**src/rtl/cache_pkg.sv**
```systemverilog
// Shared types and helpers for the data-cache refill controller.
package cache_pkg;

    // Refill controller states.
    typedef enum logic [1:0] {
        IDLE   = 2'd0,
        RD_REQ = 2'd1,
        WR_REQ = 2'd2,
        FILL   = 2'd3
    } refill_state_t;

    // Number of byte-offset bits inside a 32-bit word.
    localparam int BYTE_OFF_W = 2;

    // Clear the byte-offset bits so memory only ever sees word addresses.
    function automatic logic [31:0] word_align(input logic [31:0] addr);
        word_align = addr & ~((32'd1 << BYTE_OFF_W) - 32'd1);
    endfunction

endpackage

```
**src/rtl/sat_counter.sv**
```systemverilog
// Up-counter that sticks at all-ones instead of wrapping.
module sat_counter #(
    parameter int WIDTH = 16
) (
    input  logic             CLK,
    input  logic             RST_N,
    input  logic             inc,
    output logic [WIDTH-1:0] value
);

    logic [WIDTH-1:0] r_value;

    // Count enabled events until the counter saturates.
    // NOTE: flop state uses non-blocking assignments so every register samples pre-edge values.
    always_ff @(posedge CLK or negedge RST_N) begin
        if (!RST_N) begin
            r_value <= '0;
        end else if (inc && (r_value != '1)) begin
            r_value <= r_value + WIDTH'(1);
        end
    end

    assign value = r_value;

endmodule

```
**src/rtl/cache_refill_ctrl.sv**
```systemverilog
// Load-miss refill and store write-through controller between the
// direct-mapped data cache and data memory, with hit/miss counters.
module cache_refill_ctrl
    import cache_pkg::*;
#(
    parameter int ADDRESS_WIDTH  = 17,
    parameter int DATA_WIDTH     = 32,
    parameter int TIMEOUT_CYCLES = 255,
    parameter int CNT_WIDTH      = 16
) (
    input  logic                     CLK,
    input  logic                     RST_N,
    input  logic                     load_i,
    input  logic                     store_i,
    input  logic [ADDRESS_WIDTH-1:0] A_i,
    input  logic [DATA_WIDTH-1:0]    WD_i,
    input  logic [3:0]               BE_i,
    input  logic                     hit_i,
    output logic                     stall_o,
    output logic [DATA_WIDTH-1:0]    FoundData_o,
    output logic                     fill_o,
    output logic                     mem_req_o,
    output logic                     mem_we_o,
    output logic [ADDRESS_WIDTH-1:0] mem_addr_o,
    output logic [DATA_WIDTH-1:0]    mem_wd_o,
    output logic [3:0]               mem_be_o,
    input  logic                     mem_ack_i,
    input  logic [DATA_WIDTH-1:0]    mem_rd_i,
    output logic                     timeout_o,
    output logic [CNT_WIDTH-1:0]     hit_cnt_o,
    output logic [CNT_WIDTH-1:0]     miss_cnt_o
);

    localparam int WAIT_W = $clog2(TIMEOUT_CYCLES + 1);

    refill_state_t            r_state;
    logic [WAIT_W-1:0]        r_wait_cnt;
    logic                     r_mem_req;
    logic                     r_mem_we;
    logic [ADDRESS_WIDTH-1:0] r_mem_addr;
    logic [DATA_WIDTH-1:0]    r_mem_wd;
    logic [3:0]               r_mem_be;
    logic [DATA_WIDTH-1:0]    r_found;
    logic                     r_fill;
    logic                     r_timeout;

    logic                     w_idle;
    logic                     w_take_store;
    logic                     w_take_miss;
    logic                     w_hit_inc;
    logic                     w_wait_done;
    logic [ADDRESS_WIDTH-1:0] w_aligned_addr;

    // A store wins over a simultaneous load; the load is then not counted.
    assign w_idle         = (r_state == IDLE);
    assign w_take_store   = w_idle && store_i;
    assign w_take_miss    = w_idle && !store_i && load_i && !hit_i;
    assign w_hit_inc      = w_idle && !store_i && load_i && hit_i;
    assign w_wait_done    = (r_wait_cnt == WAIT_W'(TIMEOUT_CYCLES - 1));
    assign w_aligned_addr = ADDRESS_WIDTH'(word_align(32'(A_i)));

    // Stall is combinational in IDLE so the pipeline cannot advance past the access that starts a transaction.
    assign stall_o = !w_idle || w_take_store || w_take_miss;

    // Transaction FSM: latch the access, run the req/ack handshake, bound the wait.
    always_ff @(posedge CLK or negedge RST_N) begin
        if (!RST_N) begin
            r_state    <= IDLE;
            r_wait_cnt <= '0;
            r_mem_req  <= 1'b0;
            r_mem_we   <= 1'b0;
            r_mem_addr <= '0;
            r_mem_wd   <= '0;
            r_mem_be   <= '0;
            r_found    <= '0;
            r_fill     <= 1'b0;
            r_timeout  <= 1'b0;
        end else begin
            r_fill <= 1'b0;
            case (r_state)
                IDLE: begin
                    if (w_take_store) begin
                        r_mem_addr <= w_aligned_addr;
                        r_mem_wd   <= WD_i;
                        r_mem_be   <= BE_i;
                        r_mem_we   <= 1'b1;
                        r_mem_req  <= 1'b1;
                        r_wait_cnt <= '0;
                        r_state    <= WR_REQ;
                    end else if (w_take_miss) begin
                        r_mem_addr <= w_aligned_addr;
                        r_mem_we   <= 1'b0;
                        r_mem_req  <= 1'b1;
                        r_wait_cnt <= '0;
                        r_state    <= RD_REQ;
                    end
                end
                RD_REQ: begin
                    if (mem_ack_i) begin
                        r_found   <= mem_rd_i;
                        r_mem_req <= 1'b0;
                        r_fill    <= 1'b1;
                        r_state   <= FILL;
                    end else if (w_wait_done) begin
                        r_timeout <= 1'b1;
                        r_mem_req <= 1'b0;
                        r_state   <= IDLE;
                    end else begin
                        r_wait_cnt <= r_wait_cnt + WAIT_W'(1);
                    end
                end
                WR_REQ: begin
                    if (mem_ack_i) begin
                        r_mem_req <= 1'b0;
                        r_state   <= IDLE;
                    end else if (w_wait_done) begin
                        r_timeout <= 1'b1;
                        r_mem_req <= 1'b0;
                        r_state   <= IDLE;
                    end else begin
                        r_wait_cnt <= r_wait_cnt + WAIT_W'(1);
                    end
                end
                FILL: begin
                    r_state <= IDLE;
                end
                default: begin
                    r_state <= IDLE;
                end
            endcase
        end
    end

    sat_counter #(.WIDTH(CNT_WIDTH)) u_hit_cnt (
        .CLK   (CLK),
        .RST_N (RST_N),
        .inc   (w_hit_inc),
        .value (hit_cnt_o)
    );

    sat_counter #(.WIDTH(CNT_WIDTH)) u_miss_cnt (
        .CLK   (CLK),
        .RST_N (RST_N),
        .inc   (w_take_miss),
        .value (miss_cnt_o)
    );

    assign FoundData_o = r_found;
    assign fill_o      = r_fill;
    assign mem_req_o   = r_mem_req;
    assign mem_we_o    = r_mem_we;
    assign mem_addr_o  = r_mem_addr;
    assign mem_wd_o    = r_mem_wd;
    assign mem_be_o    = r_mem_be;
    assign timeout_o   = r_timeout;

endmodule
```
**config.mk**
```make
export PLATFORM = sky130hd
export DESIGN_NAME = cache_refill_ctrl
export DESIGN_NICKNAME = d
export VERILOG_FILES = /design/src/rtl/cache_pkg.sv /design/src/rtl/sat_counter.sv /design/src/rtl/cache_refill_ctrl.sv
export SDC_FILE = /design/constraint.sdc
export NUM_CORES = 1
export LEC_CHECK = 0
export CAP_MARGIN = 30
export CORE_MARGIN = 2
export CORE_UTILIZATION = 35
export DETAILED_ROUTE_END_ITERATION = 8
export PLACE_DENSITY = 0.68
export SLEW_MARGIN = 30
export SYNTH_ARGS = -nofsm -noshare
export SYNTH_HDL_FRONTEND = slang
export SYNTH_SLANG_ARGS = --single-unit
```
**constraint.sdc**
```tcl
create_clock -name CLK -period 2 [get_ports CLK]
set_input_delay 0.3 -clock CLK [delete_from_list [all_inputs] [get_ports CLK]]
set_output_delay 0.3 -clock CLK [all_outputs]
set_load 0.01 [all_outputs]
```
==> out/qor.yml, run 1 <==
core_um2: 15800
grt_pass1_wl_um: 23100
worst_slew_pin_slew_ps: 601
hold_class: "in -> async"
drc: 0
synth_top_family_by_area: "multiplexers"
r2r-start: "u_hit_cnt.value[1]"
period_needed_ps: 1940
grt_antenna_before_repair: 0
fmaxAchievable_mhz: 516
gp_congestion: 0.812
path_class: "reg -> out"
cp_slowest_cell: "dfrtp_1"
synth_compound_area_frac: 0.0500
area.growth.synth_to_final_pct: 56.2
numPlacedInstances: 856
cp-end-kind: "output pin"
p_per_area_nw_per_um2: 1400
postSynthRegisterBits: 129
synthCells: 422
grt_pass1_vias: 4597
switchingPower_w: 0.00359
rows: 46
design_area_um2: 8750
wl_per_cell_um: 16.1
clock-skew-final_ps: 7.36
max_slew_margin: 0.600
place_area_um2: 8130
synthAdderAreaFrac: 0.0201
async_reset_ff_frac: 1.00
tns_ps: 0
die_y_um: 131
htree_levels: 4
clockBufferDepth: 2
diodes: 0
r2r_end: "u_hit_cnt.value[7]"
clk_pin_slew_ps: 50
yosysWarnings: 0
maxCapViolations: 0
min_period_over_period: 0.969
synth_xor_area_frac: 0.0438
combPwrFrac: 0.404
leakage_nw: 3.74
cts_tree: "done"
utilization: 0.555
yosysSeqAreaShare: 0.576
intPower_w: 0.00864
grt-ovfl-total: 0
cts.sinks: 129
crit_family: "buffers and inverters"
ys_types: 57
hold_viol_final: 0
reg2regPathDepth: 6
ir_worst_vdd_uv: 766
final_antenna_net_count: 0
die_area_um2: 17000
grt_max_degree: 43
crit_required_ps: 1700
die_x_um: 131
io_buffers: 208
wl_um: 14300
nets: 761
synthMuxAreaShare: 0.174
cp.arrival_ps: 1640
dr.pass1.iters: 4
vias_per_cell: 4.80
drive_gt1_frac: 0.236
setup_viol: 0
p_sw_frac: 0.293
rrSetupSlack_ps: 120
clock_latency_ps: 410
path_cells: "inv_2, ha_4, nand2b_1, nor2_2, inv_1, dlygate4sd2_1"
crit_buf_inv: 3
slowest_delay_ps: 400
rsz0062_at_grt: "true"
synth_edf_count: 0
cts.root.buffer_cell: "clkbuf_16"
drt_iter0_drc: 172
seqPwrFrac: 0.343
finalNonFillerCells: 889
status: "complete, no violations"
p_clk_frac: 0.253
hpwlAfterDp_um: 10600
synth.cell_area_um2: 5600
start_kind: "flip-flop"
vias: 4268
crit_fanout: 4
syn_avg_cell_area_um2: 13.3
initial_core_util: 0.355
cts_made_buffers: 17
drv_slew: 0
grt_use_total: 0.176
ys.flop_type: "dfrtp_1"
synth_simple_gate_area_frac: 0.113
pin_count: 213
[how the worst max path moves through the flow]
stage | startpoint | to | slack, ps | cells past startpoint
finish | r_state[0] | stall_o | 60 | 6
global route | u_hit_cnt.value[1] | u_hit_cnt.value[8] | -40 | 6
CTS | r_state[0] | stall_o | 6 | 6
detailed placement | load_i | r_wait_cnt[0] | -60 | 6
global placement | hit_i | stall_o | -30 | 5
floorplan | r_state[0] | mem_addr_o[10] | 7 | 7
[routing by layer]
layer	vias to the layer above	wire, um	track usage
met3	24	1110	0.0753
met4	0	267	0.0670
met2	128	7360	0.300
met5	-	0	0
met1	2119	5570	0.195
li1	1997	-	-
[cell type report]
cell class              count  area (um^2)
well taps                 216          270
flip-flops and latches    129         3230
fillers                  1339         7020
multi-input cells         267         2270
inverters                  12         45.0
clock inverters            10          136
repair buffers            234         2350
clock buffers              21          450
[timing repair]
action,4_1_cts,5_1_grt
endpoints found under the setup margin,1,5
endpoints found under the hold margin,39,0
hold buffers,1,0
buffers inserted,0,1
gates resized for setup,5,1
[synth_stat cells, types with 3 or more instances]
| cell type | n | share of area |
|---|---|---|
| a2111oi_0 | 4 | 0.0063 |
| a211oi_1 | 5 | 0.0067 |
| a21oi_1 | 4 | 0.0036 |
| and3_1 | 3 | 0.0034 |
| buf_2 | 6 | 0.0054 |
| clkbuf_1 | 5 | 0.0034 |
| dfrtp_1 | 129 | 0.58 |
| ha_1 | 9 | 0.020 |
| inv_1 | 11 | 0.0074 |
| mux2_2 | 85 | 0.17 |
| nand2_1 | 24 | 0.016 |
| nand2b_1 | 4 | 0.0045 |
| nand3_1 | 22 | 0.020 |
| nand4_1 | 10 | 0.011 |
| nor2_1 | 8 | 0.0054 |
| nor3_1 | 4 | 0.0036 |
| nor3b_1 | 3 | 0.0040 |
| nor4b_1 | 3 | 0.0047 |
| o211ai_1 | 4 | 0.0054 |
| o21ai_0 | 3 | 0.0027 |
| or4_1 | 5 | 0.0067 |
| xnor2_1 | 7 | 0.011 |
| xor2_1 | 21 | 0.033 |
[power by group through the flow]
| stage | clock network, W | registers (W) | logic (W) |
|---|---|---|---|
| after floorplan | 0 | 0.00462 | 0.00168 |
| after global placement | 0 | 0.00416 | 0.00487 |
| after detailed placement | 0 | 0.00423 | 0.00495 |
| after CTS | 0.00318 | 0.00420 | 0.00501 |
| after global routing | 0.00332 | 0.00433 | 0.00532 |
| final | 0.00309 | 0.00419 | 0.00494 |
[through the flow]
stage          total power, W  hold WS [ps]  setup WS [ps]
2_1_floorplan         0.00630          4.41           7.25
3_3_place_gp          0.00903           331          -25.8
3_5_place_dp          0.00918           348          -58.1
4_1_cts                0.0124           475           5.83
5_1_grt                0.0130           474          -37.1
6_report               0.0122           462           61.8
[placed cells by master, fill, tap and decap left out, drive strengths merged, types with 7 or more instances in the layout]
master,synthesis,final
dfrtp,129,129
xor2,21,21
mux2,86,86
xnor2,7,7
nor2,8,8
clkbuf,6,21
buf,9,26
inv,11,11
ha,9,9
clkdlybuf4s50,0,206
nand4,11,11
nand3,22,22
nand2,24,24
[sequential cells by signal, indices dropped and copies added, names as in the netlist]
signal            flops
mem_wd_o             32
u_miss_cnt.value     16
mem_be_o              4
mem_we_o              1
r_state               2
FoundData_o          32
mem_req_o             1
fill_o                1
r_wait_cnt            8
u_hit_cnt.value      16
timeout_o             1
mem_addr_o           15
[logic make-up after synthesis]
logic type | count (synthesis)
AO/OA/AOI/OAI | 35
other | 1
AND/OR/NAND/NOR | 107
XOR/XNOR | 28
buffers and inverters | 27
flip-flops | 129
multiplexers | 86
adder cells (fa/ha/maj) | 9
[worst register-to-register path, cell delays in order, from the launching register on]
cell and delay, ps:
dfrtp_1 420, ha_1 240, nand4_1 170, nor4_4 70, buf_4 190, a2111oi_0 520
xor2_1 130
Power figures use the tool's default switching activity.
==> run 2, diff against run 1 <==
Settings changed: CORE_UTILIZATION 35 to 28, PLACE_DENSITY 0.68 to 0.54.
Clock period 2 ns to 2.4 ns, I/O delays scaled along.
==> out/qor.yml, run 2 (synthesized netlist as in run 1, its figures left out) <==
status: "complete, no violations"
clk_pin_slew_ps: 60  # about the same
htree_levels: 4  # unchanged
grt_use_total: 0.145  # -0.0303
start_kind: "flip-flop"
global_route.usage.met3: 0.0643  # -0.0111
path_class: "reg -> out"
final_common_cell: "clkdlybuf4s50_1"
grt_use_met2: 0.243  # -0.0565
dr.pass1.iters: 4  # unchanged
layout_common_cells: "clkdlybuf4s50_1 (206), dfrtp_1 (128), mux2_2 (85)"
core_um2: 19500  # +24%
hold_class: "in -> async"
multi_input_area_um2: 2270  # +0.11%
cts.root.buffer_cell: "clkbuf_16"
leakage_nw: 3.67  # -1.9%
final_antenna_net_count: 0  # unchanged
grt_pass1_vias: 4695  # +2.1%
rrSetupSlack_ps: 380  # +260 ps
utilization: 0.445  # -0.110
register_area_um2: 3230  # about the same
fillerInstances: 1849  # +38%
io_buffers: 208  # unchanged
r2r_end: "u_hit_cnt.value[15]"
area.growth.synth_to_final_pct: 55.1
crit_fanout: 7  # +3
initial_core_util: 0.287  # -0.0683
power.total_w: 0.0101  # -17%
die_y_um: 145  # +11%
grt_most_used_layer: "met2"
cts_tree: "done"
period_needed_ps: 2180
wl_um: 14900  # +4.2%
worst_slew_pin_slew_ps: 570  # -31.0 ps
die_x_um: 145  # +11%
min_period_over_period: 0.908
wl_per_cell_um: 16.1  # about the same
reg2regPathDepth: 6  # unchanged
met1_usage: 0.166  # -0.0289
cts_setup_buffers: 0  # unchanged
drc: 0  # unchanged
clockBufferDepth: 2  # unchanged
pin_count: 213  # unchanged
diodes: 0  # unchanged
clock-skew-final_ps: 8.92  # +1.56 ps
rows: 51  # +11%
hold_viol_final: 0  # unchanged
nets: 750  # -1.4%
tns_ps: 0  # unchanged
die_area_um2: 21200  # +24%
drv_slew: 0  # unchanged
rsz0062_at_grt: "false"
max_slew_margin: 0.616  # +0.0167
ir_worst_vdd_uv: 499  # -35%
cp-end-kind: "output pin"
cp.arrival_ps: 1820  # +180 ps
grt-ovfl-total: 0  # unchanged
vias_per_cell: 4.55  # -5.3%
maxCapViolations: 0  # unchanged
whs_ps: 432  # -29.7 ps
hpwlAfterDp_um: 10900  # +3.1%
grt_max_degree: 58  # +35%
drive_gt1_frac: 0.228  # -0.00816
crit_required_ps: 2040  # +340 ps
fmaxAchievable_mhz: 459
grt_antenna_before_repair: 0  # unchanged
p_per_area_nw_per_um2: 1160  # -17%
grt_pass1_wl_um: 24500  # +6.0%
gp_congestion: 0.786  # -3.2%
clock_latency_ps: 420  # about the same
r2r-start: "r_state[0]"
vias: 4215  # -1.2%
cts_made_buffers: 17  # unchanged
drt_iter0_drc: 151  # -12%
setup_viol: 0  # unchanged
cts.sinks: 129  # unchanged
-- run 2: cell types whose count changed in the layout (fill, tap and decap cells not counted), sizes merged --
cell    change
bufinv      -1
buf        -11
clkinv      +1
-- run 2: where the power goes --
group	leakage [nW]	switching [W]	total, W	internal, W
logic	1.81	0.00156	0.00405	0.00249
registers	1.58	0.000506	0.00352	0.00301
clock network	0.275	0.000959	0.00253	0.00157
total	3.67	0.00302	0.0101	0.00707
-- run 2: cell type report --
class / instances / area share
sequential: 129 / 0.372
tap: 265 / 0.0381
timing repair buffer: 223 / 0.258
clock inverter: 10 / 0.0128
clock buffer: 21 / 0.0530
inverter: 12 / 0.00518
multi-input combinational: 267 / 0.261
-- run 2: worst max path at each step --
stage | slack (ps) | endpoint | cells after the start | from
after detailed placement | 80 | stall_o | 5 | hit_i
after CTS | 180 | stall_o | 6 | r_state[0]
final | 220 | stall_o | 6 | r_state[0]
after global placement | 100 | stall_o | 5 | hit_i
after global routing | 130 | stall_o | 6 | r_state[0]
after floorplan | 410 | mem_addr_o[10] | 7 | r_state[0]
-- run 2: worst max-delay path: stages, from the launching register on --
cell           delay, ps
dfrtp_2              440
inv_2                110
ha_4                 180
nand2b_1             130
nor2_2               200
inv_1                 60
dlygate4sd2_1        290
-- run 2: timing repair --
| action | in CTS | in global routing |
|---|---|---|
| hold endpoints to repair | 26 | 0 |
| setup endpoints to repair | 1 | 0 |
| hold buffers | 1 | 0 |
| resized for setup | 7 | 0 |
-- run 2: per-stage QoR --
stage	setup WS (ps)	area [um^2]	cells
after floorplan	407	5610	423
after detailed placement	83.5	8100	895
final	221	8690	927
after global placement	102	8100	895
after global routing	130	8690	927
after CTS	184	8690	927
-- run 2: per-layer routing --
metal  up-vias  routed length (um)
met1      2076                5920
met5         -                   0
met2       146                7410
met4         0                 213
li1       1977                   -
met3        16                1370
==> run 3, diff against run 2 <==
Settings changed: ABC_AREA set to 0.
==> results of run 3 <==
Final layout, timing and power as in run 2 (identical DEF).
